--- src/rtl/idma_aw_arb_pkg.sv ---
// Shared definitions for the iDMA AW credit arbiter.
//   idx_width / cnt_width : width helpers (a width of at least one bit)
//   req_idx_t / credit_t  : requester index and credit count types for the
//                           default configuration (4 requesters, 4 credits each)
//   arb_state_e           : grant lock state
package idma_aw_arb_pkg;

   function automatic int unsigned idx_width(input int unsigned n);
      return (n > 32'd1) ? unsigned'($clog2(n)) : 32'd1;
   endfunction

   // A counter that must be able to hold the value max_out itself.
   function automatic int unsigned cnt_width(input int unsigned max_out);
      return idx_width(max_out + 32'd1);
   endfunction

   localparam int unsigned DefNumReq       = 32'd4;
   localparam int unsigned DefMaxOutPerReq = 32'd4;

   typedef logic [idx_width(DefNumReq)-1:0]       req_idx_t;
   typedef logic [cnt_width(DefMaxOutPerReq)-1:0] credit_t;

   typedef enum logic [0:0] {
      IDLE   = 1'b0,
      LOCKED = 1'b1
   } arb_state_e;

endpackage

--- src/rtl/idma_aw_credit_arbiter_chk.sv ---
// Protocol and counter-range properties of the AW credit arbiter.
//   clk_i, rst_i   : clock, synchronous reset (properties disabled in reset)
//   locked_i       : grant is locked to a requester
//   lock_valid_i   : valid of the locked requester
//   over_inc_i     : some counter incremented while at its maximum
//   under_dec_i    : some counter decremented while at zero
module idma_aw_credit_arbiter_chk (
   input logic clk_i,
   input logic rst_i,
   input logic locked_i,
   input logic lock_valid_i,
   input logic over_inc_i,
   input logic under_dec_i
);

   // A locked requester must keep its AW valid until the handshake.
   a_lock_valid_held: assert property (@(posedge clk_i) disable iff (rst_i)
      locked_i |-> lock_valid_i);

   // Credit counters stay within 0..MaxOutPerReq.
   a_no_credit_overflow: assert property (@(posedge clk_i) disable iff (rst_i)
      !over_inc_i);

   a_no_credit_underflow: assert property (@(posedge clk_i) disable iff (rst_i)
      !under_dec_i);

endmodule

--- src/rtl/idma_idx_fifo.sv ---
// In-order FIFO of requester indices, synchronous active-high reset.
//   clk_i, rst_i : clock, synchronous reset
//   push_i       : write data_i (ignored while full)
//   pop_i        : drop the head entry (ignored while empty)
//   data_i       : entry to write
//   full_o       : Depth entries stored
//   empty_o      : no entries stored
//   head_o       : oldest entry, meaningful while !empty_o
module idma_idx_fifo
   import idma_aw_arb_pkg::*;
#(
   parameter int unsigned Depth  = 32'd8,
   parameter type         elem_t = req_idx_t
) (
   input  logic  clk_i,
   input  logic  rst_i,
   input  logic  push_i,
   input  logic  pop_i,
   input  elem_t data_i,
   output logic  full_o,
   output logic  empty_o,
   output elem_t head_o
);

   localparam int unsigned PtrW = idx_width(Depth);
   localparam int unsigned OccW = idx_width(Depth + 32'd1);

   typedef logic [PtrW-1:0] ptr_t;
   typedef logic [OccW-1:0] occ_t;

   localparam ptr_t LastPtr  = ptr_t'(Depth - 32'd1);
   localparam occ_t DepthOcc = occ_t'(Depth);

   elem_t mem_r [Depth];
   ptr_t  wr_ptr_r;
   ptr_t  rd_ptr_r;
   occ_t  occ_r;
   logic  do_push_s;
   logic  do_pop_s;

   assign full_o    = (occ_r == DepthOcc);
   assign empty_o   = (occ_r == occ_t'(0));
   assign do_push_s = push_i && !full_o;
   assign do_pop_s  = pop_i && !empty_o;
   assign head_o    = mem_r[rd_ptr_r];

   // Storage array write port; contents need no reset since occupancy gates reads.
   always_ff @(posedge clk_i) begin
      if (do_push_s) begin
         mem_r[wr_ptr_r] <= data_i;
      end
   end

   // Read/write pointers and occupancy.
   always_ff @(posedge clk_i) begin
      if (rst_i) begin
         wr_ptr_r <= ptr_t'(0);
         rd_ptr_r <= ptr_t'(0);
         occ_r    <= occ_t'(0);
      end else begin
         if (do_push_s) begin
            wr_ptr_r <= (wr_ptr_r == LastPtr) ? ptr_t'(0) : wr_ptr_r + ptr_t'(1);
         end
         if (do_pop_s) begin
            rd_ptr_r <= (rd_ptr_r == LastPtr) ? ptr_t'(0) : rd_ptr_r + ptr_t'(1);
         end
         case ({do_push_s, do_pop_s})
            2'b10:   occ_r <= occ_r + occ_t'(1);
            2'b01:   occ_r <= occ_r - occ_t'(1);
            default: occ_r <= occ_r;
         endcase
      end
   end

endmodule

--- src/rtl/idma_aw_credit_arbiter.sv ---
// Shares one AXI AW port between NumReq iDMA channels with round-robin
// arbitration, a grant lock held until the AW handshake, per-requester
// outstanding-write credits, and in-order attribution of B responses.
//   clk_i, rst_i       : clock, synchronous active-high reset
//   req_aw_i/valid/ready : per-requester AW channel
//   aw_o/valid/ready   : arbitrated AW channel
//   b_valid_i/ready_i  : downstream B handshake (observed only)
//   b_req_idx_o(_valid): requester owning the oldest outstanding B
//   outstanding_o      : per-requester credits in use
//   err_unexp_b_o      : one-cycle pulse after a B with nothing outstanding
//   busy_o             : any requester valid or any write outstanding
module idma_aw_credit_arbiter
   import idma_aw_arb_pkg::*;
#(
   parameter  int unsigned NumReq        = 32'd4,
   parameter  int unsigned MaxOutPerReq  = 32'd4,
   parameter  int unsigned TotalOut      = 32'd8,
   parameter  type         axi_aw_chan_t = logic,
   localparam int unsigned IdxW          = idx_width(NumReq),
   localparam int unsigned CntW          = cnt_width(MaxOutPerReq)
) (
   input  logic                           clk_i,
   input  logic                           rst_i,
   input  axi_aw_chan_t                   req_aw_i [NumReq],
   input  logic [NumReq-1:0]              req_valid_i,
   output logic [NumReq-1:0]              req_ready_o,
   output axi_aw_chan_t                   aw_o,
   output logic                           aw_valid_o,
   input  logic                           aw_ready_i,
   input  logic                           b_valid_i,
   input  logic                           b_ready_i,
   output logic [IdxW-1:0]                b_req_idx_o,
   output logic                           b_req_idx_valid_o,
   output logic [NumReq-1:0][CntW-1:0]    outstanding_o,
   output logic                           err_unexp_b_o,
   output logic                           busy_o
);

   typedef logic [IdxW-1:0] idx_t;
   typedef logic [CntW-1:0] cnt_t;

   localparam idx_t LastIdx = idx_t'(NumReq - 32'd1);
   localparam cnt_t CntMax  = cnt_t'(MaxOutPerReq);

   arb_state_e        state_r, state_s;
   idx_t              rr_ptr_r, lock_idx_r;
   idx_t              winner_s, gnt_idx_s, head_s, win_hi_s, win_lo_s;
   logic              found_hi_s, found_lo_s, any_elig_s;
   logic              hs_s, b_hs_s, pop_s, full_s, empty_s, err_r;
   logic [NumReq-1:0] elig_s, inc_s, dec_s, at_max_s, at_zero_s;
   cnt_t              cnt_r [NumReq];

   assign b_hs_s = b_valid_i && b_ready_i;
   assign pop_s  = b_hs_s && !empty_s;
   assign hs_s   = aw_valid_o && aw_ready_i;
   assign aw_o   = req_aw_i[gnt_idx_s];

   // Eligibility and rotating-priority winner: the lowest eligible index at or
   // after rr_ptr wins, otherwise the lowest eligible index below it. Full is
   // the registered flag, so a same-cycle pop never lets a push through.
   always_comb begin
      elig_s     = '0;
      found_hi_s = 1'b0;
      found_lo_s = 1'b0;
      win_hi_s   = idx_t'(0);
      win_lo_s   = idx_t'(0);
      for (int k = 0; k < NumReq; k++) begin
         elig_s[k] = req_valid_i[k] && (cnt_r[k] < CntMax) && !full_s;
      end
      for (int k = NumReq - 1; k >= 0; k--) begin
         if (elig_s[k] && (idx_t'(k) >= rr_ptr_r)) begin
            found_hi_s = 1'b1;
            win_hi_s   = idx_t'(k);
         end else if (elig_s[k]) begin
            found_lo_s = 1'b1;
            win_lo_s   = idx_t'(k);
         end else begin
            found_hi_s = found_hi_s;
         end
      end
      if (found_hi_s) begin
         winner_s = win_hi_s;
      end else if (found_lo_s) begin
         winner_s = win_lo_s;
      end else begin
         winner_s = rr_ptr_r;
      end
      any_elig_s = |elig_s;
   end

   // Lock FSM next state and grant selection; aw_valid_o never looks at aw_ready_i.
   always_comb begin
      state_s    = state_r;
      gnt_idx_s  = winner_s;
      aw_valid_o = 1'b0;
      case (state_r)
         IDLE: begin
            gnt_idx_s  = winner_s;
            aw_valid_o = any_elig_s;
            if (any_elig_s && !aw_ready_i) begin
               state_s = LOCKED;
            end else begin
               state_s = IDLE;
            end
         end
         LOCKED: begin
            gnt_idx_s  = lock_idx_r;
            aw_valid_o = 1'b1;
            if (aw_ready_i) begin
               state_s = IDLE;
            end else begin
               state_s = LOCKED;
            end
         end
         default: begin
            state_s    = IDLE;
            gnt_idx_s  = winner_s;
            aw_valid_o = 1'b0;
         end
      endcase
   end

   // Per-requester ready and credit take/return strobes.
   always_comb begin
      req_ready_o = '0;
      inc_s       = '0;
      dec_s       = '0;
      at_max_s    = '0;
      at_zero_s   = '0;
      for (int k = 0; k < NumReq; k++) begin
         req_ready_o[k] = hs_s && (gnt_idx_s == idx_t'(k));
         inc_s[k]       = req_ready_o[k];
         dec_s[k]       = pop_s && (head_s == idx_t'(k));
         at_max_s[k]    = (cnt_r[k] == CntMax);
         at_zero_s[k]   = (cnt_r[k] == cnt_t'(0));
      end
   end

   // Lock state, round-robin pointer, locked index and unexpected-B flag.
   always_ff @(posedge clk_i) begin
      if (rst_i) begin
         state_r    <= IDLE;
         rr_ptr_r   <= idx_t'(0);
         lock_idx_r <= idx_t'(0);
         err_r      <= 1'b0;
      end else begin
         state_r <= state_s;
         if (hs_s) begin
            rr_ptr_r <= (gnt_idx_s == LastIdx) ? idx_t'(0) : gnt_idx_s + idx_t'(1);
         end
         if ((state_r == IDLE) && (state_s == LOCKED)) begin
            lock_idx_r <= winner_s;
         end
         err_r <= b_hs_s && empty_s;
      end
   end

   // Credit counters; a grant and a B for the same requester cancel out.
   always_ff @(posedge clk_i) begin
      for (int k = 0; k < NumReq; k++) begin
         if (rst_i) begin
            cnt_r[k] <= cnt_t'(0);
         end else begin
            case ({inc_s[k], dec_s[k]})
               2'b10:   cnt_r[k] <= cnt_r[k] + cnt_t'(1);
               2'b01:   cnt_r[k] <= cnt_r[k] - cnt_t'(1);
               default: cnt_r[k] <= cnt_r[k];
            endcase
         end
      end
   end

   // Credit counts presented on the output port.
   always_comb begin
      outstanding_o = '0;
      for (int k = 0; k < NumReq; k++) begin
         outstanding_o[k] = cnt_r[k];
      end
   end

   assign b_req_idx_o       = head_s;
   assign b_req_idx_valid_o = !empty_s;
   assign err_unexp_b_o     = err_r;
   assign busy_o            = (|req_valid_i) || !empty_s;

   idma_idx_fifo #(
      .Depth  (TotalOut),
      .elem_t (idx_t)
   ) i_idx_fifo (
      .clk_i   (clk_i),
      .rst_i   (rst_i),
      .push_i  (hs_s),
      .pop_i   (pop_s),
      .data_i  (gnt_idx_s),
      .full_o  (full_s),
      .empty_o (empty_s),
      .head_o  (head_s)
   );

   idma_aw_credit_arbiter_chk i_chk (
      .clk_i        (clk_i),
      .rst_i        (rst_i),
      .locked_i     (state_r == LOCKED),
      .lock_valid_i (req_valid_i[lock_idx_r]),
      .over_inc_i   (|(inc_s & ~dec_s & at_max_s)),
      .under_dec_i  (|(dec_s & ~inc_s & at_zero_s))
   );

endmodule

--- config.mk ---
export PLATFORM = sky130hd
export DESIGN_NAME = idma_aw_credit_arbiter
export DESIGN_NICKNAME = d
export VERILOG_FILES = /design/src/rtl/idma_aw_arb_pkg.sv /design/src/rtl/idma_aw_credit_arbiter_chk.sv /design/src/rtl/idma_idx_fifo.sv /design/src/rtl/idma_aw_credit_arbiter.sv
export SDC_FILE = /design/constraint.sdc
export NUM_CORES = 1
export LEC_CHECK = 0
export CORE_MARGIN = 2
export CORE_UTILIZATION = 55
export CTS_BUF_LIST = sky130_fd_sc_hd__clkbuf_4 sky130_fd_sc_hd__clkbuf_8
export CTS_CLUSTER_SIZE = 24
export DETAILED_ROUTE_END_ITERATION = 10
export DONT_BUFFER_PORTS = 1
export GPL_ROUTABILITY_DRIVEN = 0
export PLACE_DENSITY = 0.68
export SLEW_MARGIN = 40
export SYNTH_ARGS = -nofsm -noshare
export SYNTH_HDL_FRONTEND = slang
export SYNTH_HIERARCHICAL = 1
export SYNTH_SLANG_ARGS = --single-unit
--- constraint.sdc ---
create_clock -name clk_i -period 4.1 [get_ports clk_i]
set_clock_uncertainty 0.05 [all_clocks]
set_input_delay 0.205 -clock clk_i [delete_from_list [all_inputs] [get_ports clk_i]]
set_output_delay 0.205 -clock clk_i [all_outputs]
set_load 0.02 [all_outputs]
==> metrics.cfg, run 1 <==
[floorplanning]
dieWidth_um = 75.77
dieArea_um2 = 5740
core_area_um2 = 5042
die_height_um = 75.77
pin_count = 36
initial_utilization_pct = 56.18
fp-row-count = 26

[timing]
rsz0062_at_grt = no
fin_crit_sh_pct = 90.72
worst_slew_pin_slew_ns = 0.6108
final_hold_viol_count = 0
drv_slew = 0
achievable-frequency_mhz = 268.8
period_minus_slack_ns = 3.720
setup-violations-final = 0
relSlewSlack_pct = 58.83
hold_ws_ns = 0.04102
setup_tns_ns = 0

[run_status]
outcome = finished clean

[logic_synthesis]
synth_fp_nets = 313
async_flop_share_pct = 0
synth_enable_flop_cells = 28
yosys_warnings = 6
synth_cell_types = 50
netlist_area_um2 = 2833
ys_ff_latch = 47
synth_flop_cell = edfxtp_1
syn_area_per_cell_um2 = 10.34
seq_area_frac_synth_pct = 43.11
syn_inst = 274

[critical_path]
cp.arrival_ns = 3.71
crit_required_ns = 4.09
cp_num_buf_inv = 1
cp_num_cells = 17
criticalPathCategory = flop to flop
crit_fanout = 10
reg2reg_to = cnt_r[2][2]
slowest_stage = dfxtp_1
cp_top_family = simple AND/OR/NAND/NOR gates
slowest_delay_ns = 0.38
cp-start-kind = flop
crit-reg2reg-launch = i_idx_fifo/occ_r[2]
crit_path_cell_trace = nor3_1 > and2_2 > nor2b_1 > o21ai_0 > o21ai_0 > mux2i_1 > inv_1 > ha_1 > nand2_1 > ha_1 > nand2b_1 > xnor2_1 > ha_1 > nor2_1 > mux2i_1 > xor2_1 > nor3_1
crit_top_cell = ha_1
crit_path_end = cnt_r[2][2]
r2r_slack_ns = 0.38
rr_worst_depth = 17
endpoint_kind = flop
crit_path_start = i_idx_fifo/occ_r[2]

[grt]
grt_max_degree = 21
overflow = 0
grt_pass1_vias = 1877
grt_usage_pct = 20.21
antenna_found_initial = 0
grt_pass1_wl_um = 8645

[detailed_routing]
drtIter0Drc = 130
dr_total_vias = 2008
antenna_left = 0
dr.pass1.iters = 4
drc_errors = 0
wl_per_cell_um = 15.46
vias_per_cell = 5.721
drt_wl_total_um = 5428

[clock_network]
root_buffer = clkbuf_8
clock_latency_ns = 0.30
cts_max_level = 2
cts_buffers = 5
clock-sinks = 47
cts_max_path_buffers = 2
clk_pin_slew_worst_paths_ns = 0.09
cts_tree = yes

[power]
switching_share_pct = 29.22
power_frac_seq_pct = 46.8
power_frac_comb_pct = 21.3
internal_power_uw = 894.2
powerDensity_nw_per_um2 = 409.1
clockPowerShare_pct = 31.9
leakagePower_nw = 1.259
power.net_switching_uw = 369.1
peakVddDrop_uv = 280.8

[layout]
layout-drive-gt1-share_pct = 12.10
syn_to_final_growth_pct = 9.011
fill_cells = 419
diodes = 0
final_nets = 319

[placed_design]
dp_hpwl_um = 4011
portBuffers = 0

[worst_hold_path]
min_path_type = input port to flop

[run]
maxCapViolations = 0

-- registers in the layout, indices dropped and copies added (netlist names), named ones only --
name / cells
err_unexp_b_o: 1
i_idx_fifo/wr_ptr_r: 3
rr_ptr_r: 2
lock_idx_r: 2
i_idx_fifo/rd_ptr_r: 3
i_idx_fifo/occ_r: 4
cnt_r: 12
i_idx_fifo/mem_r: 16
state_r: 1
-- worst register-to-register path: cells and delay by family, from the launching register on --
kind,cells,cell delay (ns)
buffers and inverters,1,0.22
AND/OR/NAND/NOR,7,0.93
XOR/XNOR,2,0.32
adder cells (fa/ha/maj),3,0.66
flip-flops,1,0.38
multiplexers,2,0.47
AO/OA/AOI/OAI,2,0.44
-- cell families after synthesis --
family	synth area share [%]
mux	8.613
buf+inv	4.725
fa+ha+maj	11.48
xor+xnor	1.546
simple gates	19.74
compound gates	10.78
flops	43.11
-- placed cells by master, fill, tap and decap left out, types with 11 or more instances in the layout --
master,count
nor2b_1,11
inv_1,22
dfxtp_1,19
edfxtp_1,28
nor2_1,23
a21oi_1,17
ha_1,26
nor3_1,15
nand2_1,14
mux2i_1,12
-- synth_stat cells, types with 3 or more instances --
| cell | instances | area (um2) |
|---|---|---|
| mux2_2 | 3 | 33.78 |
| mux4_2 | 4 | 90.09 |
| nor3b_1 | 5 | 37.54 |
| nor3_1 | 15 | 75.07 |
| dfxtp_1 | 19 | 380.4 |
| inv_1 | 22 | 82.58 |
| ha_1 | 26 | 325.3 |
| nor2_1 | 23 | 86.33 |
| nor2b_1 | 11 | 68.82 |
| o21ai_0 | 3 | 15.01 |
| nor4_1 | 4 | 25.02 |
| nand2b_4 | 3 | 41.29 |
| a221oi_1 | 3 | 26.28 |
| mux2i_1 | 12 | 120.1 |
| o21bai_1 | 4 | 30.03 |
| a211oi_1 | 4 | 30.03 |
| nand2b_1 | 5 | 31.28 |
| clkbuf_1 | 4 | 15.01 |
| a21oi_1 | 17 | 85.08 |
| xor2_1 | 4 | 35.03 |
| nand2_1 | 14 | 52.55 |
| edfxtp_1 | 28 | 840.8 |
| nand3_1 | 5 | 25.02 |
-- layout make-up --
| class | instances | area, um2 | area share (%) |
|---|---|---|---|
| Multi-Input combinational cell | 196 | 1494 | 48.38 |
| Sequential cell | 47 | 1221 | 39.55 |
| Tap cell | 70 | 87.58 | 2.836 |
| Inverter | 23 | 86.33 | 2.796 |
| Clock buffer | 5 | 68.82 | 2.229 |
| Clock inverter | 3 | 67.56 | 2.188 |
| Timing Repair Buffer | 7 | 62.56 | 2.026 |
-- how the worst min path moves through the flow --
stage                    start                     end  cells past startpoint
global route             rst_i             cnt_r[0][1]                      1
finish                   rst_i             cnt_r[0][1]                      1
floorplan           aw_ready_i                 state_r                      1
detailed placement       rst_i  i_idx_fifo/wr_ptr_r[1]                      1
CTS                      rst_i             cnt_r[0][1]                      1
global placement         rst_i  i_idx_fifo/wr_ptr_r[1]                      1
-- metrics by stage --
stage	util, %	cell area, um2	total power, mW	std cells	worst slack (ns)
3_3_place_gp	57.27	2888	0.8535	338	0.4398
5_1_grt	61.24	3088	1.333	351	0.002422
2_1_floorplan	-	2833	0.8089	274	0.7397
6_report	61.24	3088	1.263	351	0.3804
3_5_place_dp	57.42	2895	0.8596	338	0.2822
4_1_cts	60.92	3072	1.266	350	0.2403
-- routing by layer --
layer	share of wire [%]	global-route usage, %	vias to the layer above
met2	48	33.81	33
met5	0	0	-
met3	3.8	4.365	9
met4	1.4	5.848	0
li1	-	-	992
met1	46	26.36	974
-- power groups by stage --
stage               Sequential (mW)  Combinational [mW]  Clock, mW
finish                        0.591               0.269      0.403
CTS                           0.592               0.264      0.410
global placement              0.600               0.254          0
global route                  0.598               0.304      0.431
floorplan                     0.589               0.220          0
detailed placement            0.603               0.257          0
-- timing repair --
| action | in CTS | in global routing |
|---|---|---|
| setup buffers | 0 | 1 |
| hold endpoints to repair | 18 | 0 |
| hold buffers | 4 | 0 |
| endpoints found under the setup margin | 0 | 1 |
| gates resized for setup | 0 | 2 |
No activity file was read; power rests on OpenSTA's default activity.
==> run 2: changes to the inputs <==
Settings changed: CORE_UTILIZATION 55 to 39, HOLD_SLACK_MARGIN from default to 0.05, PLACE_DENSITY 0.68 to 0.51, REMOVE_ABC_BUFFERS from default to 1.
==> metrics.cfg, run 2 (same netlist as run 1, synthesis figures left out) <==
[run_status]
outcome = finished clean

[critical_path]
r2r_slack_ns = 0.44  ; +0.06 ns
cp-start-kind = flop
crit_required_ns = 4.09  ; about the same
cp_num_buf_inv = 1  ; unchanged
slowest_stage = dfxtp_1
cp_top_family = simple AND/OR/NAND/NOR gates
criticalPathCategory = flop to flop
crit_path_cell_trace = nor3_1 > and2_2 > o32ai_2 > o21ai_0 > mux2i_1 > inv_1 > ha_1 > nand2_1 > ha_1 > nand2b_1 > xnor2_1 > ha_1 > nor2_1 > mux2i_1 > xor2_1 > nor3_1
slowest_delay_ns = 0.51  ; +0.13 ns
crit_top_cell = ha_1
endpoint_kind = flop
cp.arrival_ns = 3.65  ; -0.06 ns
crit_fanout = 9  ; -1

[grt]
grt_pass1_vias = 1962  ; +4.5%
antenna_found_initial = 0  ; unchanged
grt_usage_pct = 15.24  ; -5.0 points
grt_max_degree = 28  ; +33%
overflow = 0  ; unchanged
grt_pass1_wl_um = 9183  ; +6.2%

[timing]
rsz0062_at_grt = no
achievable-frequency_mhz = 273.4  ; +1.7%
setup_tns_ns = 0  ; unchanged
hold_ws_ns = 0.07819  ; +0.03716 ns
drv_slew = 0  ; unchanged
setup-violations-final = 0  ; unchanged
period_minus_slack_ns = 3.657  ; -0.06222 ns
fin_ws_ns = 0.4427  ; +0.06222 ns
relSlewSlack_pct = 59.56  ; +0.73 points
fin_crit_sh_pct = 89.20  ; -1.5 points
final_hold_viol_count = 0  ; unchanged
worst_slew_pin_slew_ns = 0.6010  ; -0.009807 ns

[clock_network]
post_cts_buffers = 0  ; unchanged
cts_tree = yes
root_buffer = clkbuf_8
clk_pin_slew_worst_paths_ns = 0.09  ; about the same
clock_latency_ns = 0.31  ; about the same
clock-sinks = 47  ; unchanged
cts_max_level = 2  ; unchanged
cts_buffers = 5  ; unchanged
cts_max_path_buffers = 2  ; unchanged

[floorplanning]
core_area_um2 = 7137  ; +42%
dieWidth_um = 89.23  ; +18%
fp-row-count = 31  ; +19%
initial_utilization_pct = 39.69  ; -16 points
dieArea_um2 = 7961  ; +39%
pin_count = 36  ; unchanged
die_height_um = 89.23  ; +18%

[worst_hold_path]
min_path_type = input port to flop

[power]
powerDensity_nw_per_um2 = 373.8  ; -8.6%
total_power_mw = 1.148  ; -9.1%
peakVddDrop_uv = 161.4  ; -43%
leakagePower_nw = 1.238  ; -1.6%

[placed_design]
dp_hpwl_um = 4325  ; +7.8%
placed_cells = 368  ; +8.9%
dpl_cell_area_um2 = 2939  ; +1.5%
portBuffers = 0  ; unchanged
pre_cts_ws_ns = 0.2430  ; -0.03928 ns

[layout]
largest-register = i_idx_fifo/mem_r
stdcell_area_um2 = 3072  ; -0.53%
largest_reg_flops = 16  ; unchanged
final_nets = 319  ; unchanged
fill_cells = 708  ; +69%
finalNonFillerCells = 380  ; +8.3%
top_regs = i_idx_fifo/mem_r x16, cnt_r x12, i_idx_fifo/occ_r x4
syn_to_final_growth_pct = 8.437
layout-drive-gt1-share_pct = 12.46  ; +0.36 points
utilization_pct = 43.04  ; -18 points
layout_commonest_cell = edfxtp_1
diodes = 0  ; unchanged
layout_common_cells = edfxtp_1, ha_1, nor2_1

[detailed_routing]
dr.pass1.iters = 4  ; unchanged
dr_total_vias = 2037  ; +1.4%
vias_per_cell = 5.361  ; -6.3%
drt_wl_total_um = 5906  ; +8.8%
drc_errors = 0  ; unchanged
wl_per_cell_um = 15.54  ; +0.50%
drtIter0Drc = 91  ; -30%
antenna_left = 0  ; unchanged

[run]
maxCapViolations = 0  ; unchanged

run 2: changes by cell type in the layout (fill, tap and decap cells not counted):
cell,change
dlygate4sd3_1,-1
clkbuf_4,+1
clkinv_2,+1
buf_2,+1
bufinv_16,-2
run 2: where the power goes:
group	internal [mW]	total (mW)	switching, mW	leakage (nW)
logic	0.110	0.270	0.159	0.768
registers	0.542	0.593	0.0518	0.426
clock network	0.126	0.285	0.159	0.0446
total	0.778	1.15	0.370	1.24
run 2: per-layer routing:
metal | share of wire (%) | up-vias | GRT usage (%)
li1 | - | 998 | -
met1 | 46 | 990 | 19.36
met2 | 48 | 38 | 25.39
met3 | 3.9 | 11 | 2.955
met4 | 1.6 | 0 | 6.377
met5 | 0 | - | 0
run 2: layout make-up:
cell class / instances / area, um2 / share of cell area, %
Clock buffer: 6 / 76.32 / 2.485
Tap cell: 99 / 123.9 / 4.033
Inverter: 23 / 86.33 / 2.811
Multi-Input combinational cell: 196 / 1494 / 48.64
Clock inverter: 2 / 12.51 / 0.4073
Sequential cell: 47 / 1221 / 39.76
Timing Repair Buffer: 7 / 57.56 / 1.874
run 2: final timing paths:
check,from,to,depth (start not counted)
max,i_idx_fifo/occ_r[1],cnt_r[2][2],16
min,rst_i,i_idx_fifo/occ_r[3],2
max reg2reg,i_idx_fifo/occ_r[1],cnt_r[2][2],16
min reg2reg,i_idx_fifo/rd_ptr_r[2],i_idx_fifo/rd_ptr_r[2],2
run 2: repair_timing:
| action | 4_1_cts | 5_1_grt |
|---|---|---|
| resized for setup | 0 | 2 |
| endpoints found under the setup margin | 0 | 1 |
| endpoints found under the hold margin | 30 | 0 |
| hold buffers | 4 | 0 |
run 2: worst register-to-register path, stage by stage (launching register included):
cell and delay (ns):
dfxtp_1 0.51, nor3_1 0.09, and2_2 0.28, o32ai_2 0.45, o21ai_0 0.17, mux2i_1 0.33, inv_1 0.11, ha_1 0.21
nand2_1 0.08, ha_1 0.24, nand2b_1 0.09, xnor2_1 0.16, ha_1 0.19, nor2_1 0.04, mux2i_1 0.17, xor2_1 0.18
nor3_1 0.06
==> run 3: changes to the inputs <==
Settings changed: BUFFER_PORTS_ARGS from default to -buffer_cell sky130_fd_sc_hd__buf_4, DONT_BUFFER_PORTS 1 to default, PLACE_DENSITY 0.51 to 0.55.
==> metrics.cfg, run 3 (same netlist as run 1, synthesis figures left out) <==
[run_status]
outcome = finished clean

[clock_network]
cts_tree = yes
clk_pin_slew_worst_paths_ns = 0.09  ; about the same
clock_latency_ns = 0.31  ; about the same
cts_buffers = 5  ; unchanged
root_buffer = clkbuf_8
clock-sinks = 47  ; unchanged
cts_max_level = 2  ; unchanged
cts_max_path_buffers = 2  ; unchanged
post_cts_buffers = 0  ; unchanged

[critical_path]
slowest_stage = dfxtp_1
slowest_delay_ns = 0.38  ; -0.13 ns
cp.arrival_ns = 3.67  ; +0.02 ns
criticalPathCategory = flop to flop
endpoint_kind = flop
crit_path_cell_trace = nor3_1 > and2_2 > nor2b_1 > o21ai_0 > o21ai_0 > mux2i_1 > inv_1 > ha_1 > nand2_1 > ha_1 > nand2b_1 > xnor2_1 > ha_1 > nor2_1 > mux2i_1 > xor2_1 > nor3_1
crit_fanout = 10  ; +1
cp-start-kind = flop
crit_top_cell = ha_1
r2r_slack_ns = 0.43  ; about the same
crit_required_ns = 4.10  ; about the same

[floorplanning]
core_area_um2 = 7137  ; unchanged
pin_count = 36  ; unchanged
fp-row-count = 31  ; unchanged
dieArea_um2 = 7961  ; unchanged
die_height_um = 89.23  ; unchanged
initial_utilization_pct = 39.69  ; unchanged
dieWidth_um = 89.23  ; unchanged

[worst_hold_path]
min_path_type = input port to flop

[detailed_routing]
drc_errors = 0  ; unchanged
met3WireLength_um = 227  ; -0.87%
wl_per_cell_um = 13.92  ; -10%
wl_met1_um = 2710  ; -0.55%
drtIter0Drc = 72  ; -21%
dr.pass1.iters = 4  ; unchanged
drt_wl_total_um = 5708  ; -3.4%
routed-wl-met2_um = 2693  ; -5.8%
antenna_left = 0  ; unchanged
top_layer = met4
vias_per_cell = 5.039  ; -6.0%
dr_total_vias = 2066  ; +1.4%

[timing]
worst_slew_pin_slew_ns = 0.5914  ; -0.009624 ns
relSlewSlack_pct = 60.14  ; +0.58 points
drv_slew = 0  ; unchanged
period_minus_slack_ns = 3.666  ; +0.008457 ns
final_hold_viol_count = 0  ; unchanged
achievable-frequency_mhz = 272.8  ; -0.23%
fin_crit_sh_pct = 89.41  ; +0.21 points
setup-violations-final = 0  ; unchanged
setup_tns_ns = 0  ; unchanged
rsz0062_at_grt = no

[grt]
grt_max_degree = 35  ; +25%
grt_pass1_wl_um = 9163  ; -0.22%
grt_pass1_vias = 1901  ; -3.1%
grt_usage_pct = 15.05  ; -0.19 points
overflow = 0  ; unchanged
antenna_found_initial = 0  ; unchanged

[layout]
diodes = 0  ; unchanged
largest-register = i_idx_fifo/mem_r
top_regs = i_idx_fifo/mem_r x16, cnt_r x12, i_idx_fifo/occ_r x4
fill_cells = 720  ; +1.7%
layout_common_cells = buf_4, edfxtp_1, ha_1
syn_to_final_growth_pct = 17.27
layout_commonest_cell = buf_4
largest_reg_flops = 16  ; unchanged
layout-drive-gt1-share_pct = 21.54  ; +9.1 points
final_nets = 349  ; +9.4%
utilization_pct = 46.55  ; +3.5 points

[power]
peakVddDrop_uv = 161.6  ; +0.11%
powerDensity_nw_per_um2 = 379.3  ; +1.5%
leakagePower_nw = 1.403  ; +13%

[placed_design]
dp_hpwl_um = 4337  ; +0.27%
portBuffers = 35  ; +35

[run]
maxCapViolations = 0  ; unchanged

-- run 3: per-layer routing --
| metal | vias to the layer above | global-route usage, % |
|---|---|---|
| met3 | 7 | 3.139 |
| met1 | 960 | 19.67 |
| li1 | 1055 | - |
| met2 | 44 | 25.19 |
| met5 | - | 0 |
| met4 | 0 | 4.478 |
-- run 3: critical path, delay by kind of cell (launching register included) --
kind	cells	cell delay, ns
xor+xnor	2	0.30
buf+inv	1	0.22
flops	1	0.38
fa+ha+maj	3	0.66
simple gates	7	0.90
mux	2	0.44
compound gates	2	0.45
-- run 3: final timing paths --
path | startpoint | to | depth (start not counted)
worst max register to register | i_idx_fifo/occ_r[2] | cnt_r[2][2] | 17
worst min-delay path | b_ready_i | err_unexp_b_o | 3
worst min register to register | i_idx_fifo/rd_ptr_r[2] | i_idx_fifo/rd_ptr_r[2] | 2
worst max-delay path | i_idx_fifo/occ_r[2] | cnt_r[2][2] | 17
-- run 3: final cells by class --
class	count	area [um2]	area share, %
Timing Repair Buffer	37	280.3	8.437
Multi-Input combinational cell	196	1494	44.97
Clock buffer	5	68.82	2.072
Sequential cell	47	1221	36.76
Clock inverter	3	47.55	1.431
Tap cell	99	123.9	3.729
Inverter	23	86.33	2.599
-- run 3: stage by stage --
step | cells | setup WS [ns] | power [mW] | area, um2 | hold WS (ns)
floorplan | 266 | 0.7945 | 0.8005 | 2785 | 0.2241
global placement | 401 | 0.4288 | 0.9125 | 3179 | 0.3712
detailed placement | 401 | 0.3262 | 0.9167 | 3187 | 0.3626
CTS | 410 | 0.3070 | 1.273 | 3313 | 0.08073
global route | 410 | 0.05928 | 1.336 | 3322 | 0.1234
finish | 410 | 0.4342 | 1.260 | 3322 | 0.08921
-- run 3: where the power goes --
group	switching, mW	leakage, nW	internal (mW)	total [mW]
combinational	0.184	0.919	0.144	0.327
sequential	0.0364	0.426	0.541	0.578
clock	0.170	0.0587	0.185	0.355
total	0.390	1.40	0.870	1.26
-- run 3: timing repair --
action                                 CTS  global route
setup endpoints to repair                0             1
hold buffers                             1             0
endpoints found under the hold margin    1             0
gates resized for setup                  0             2
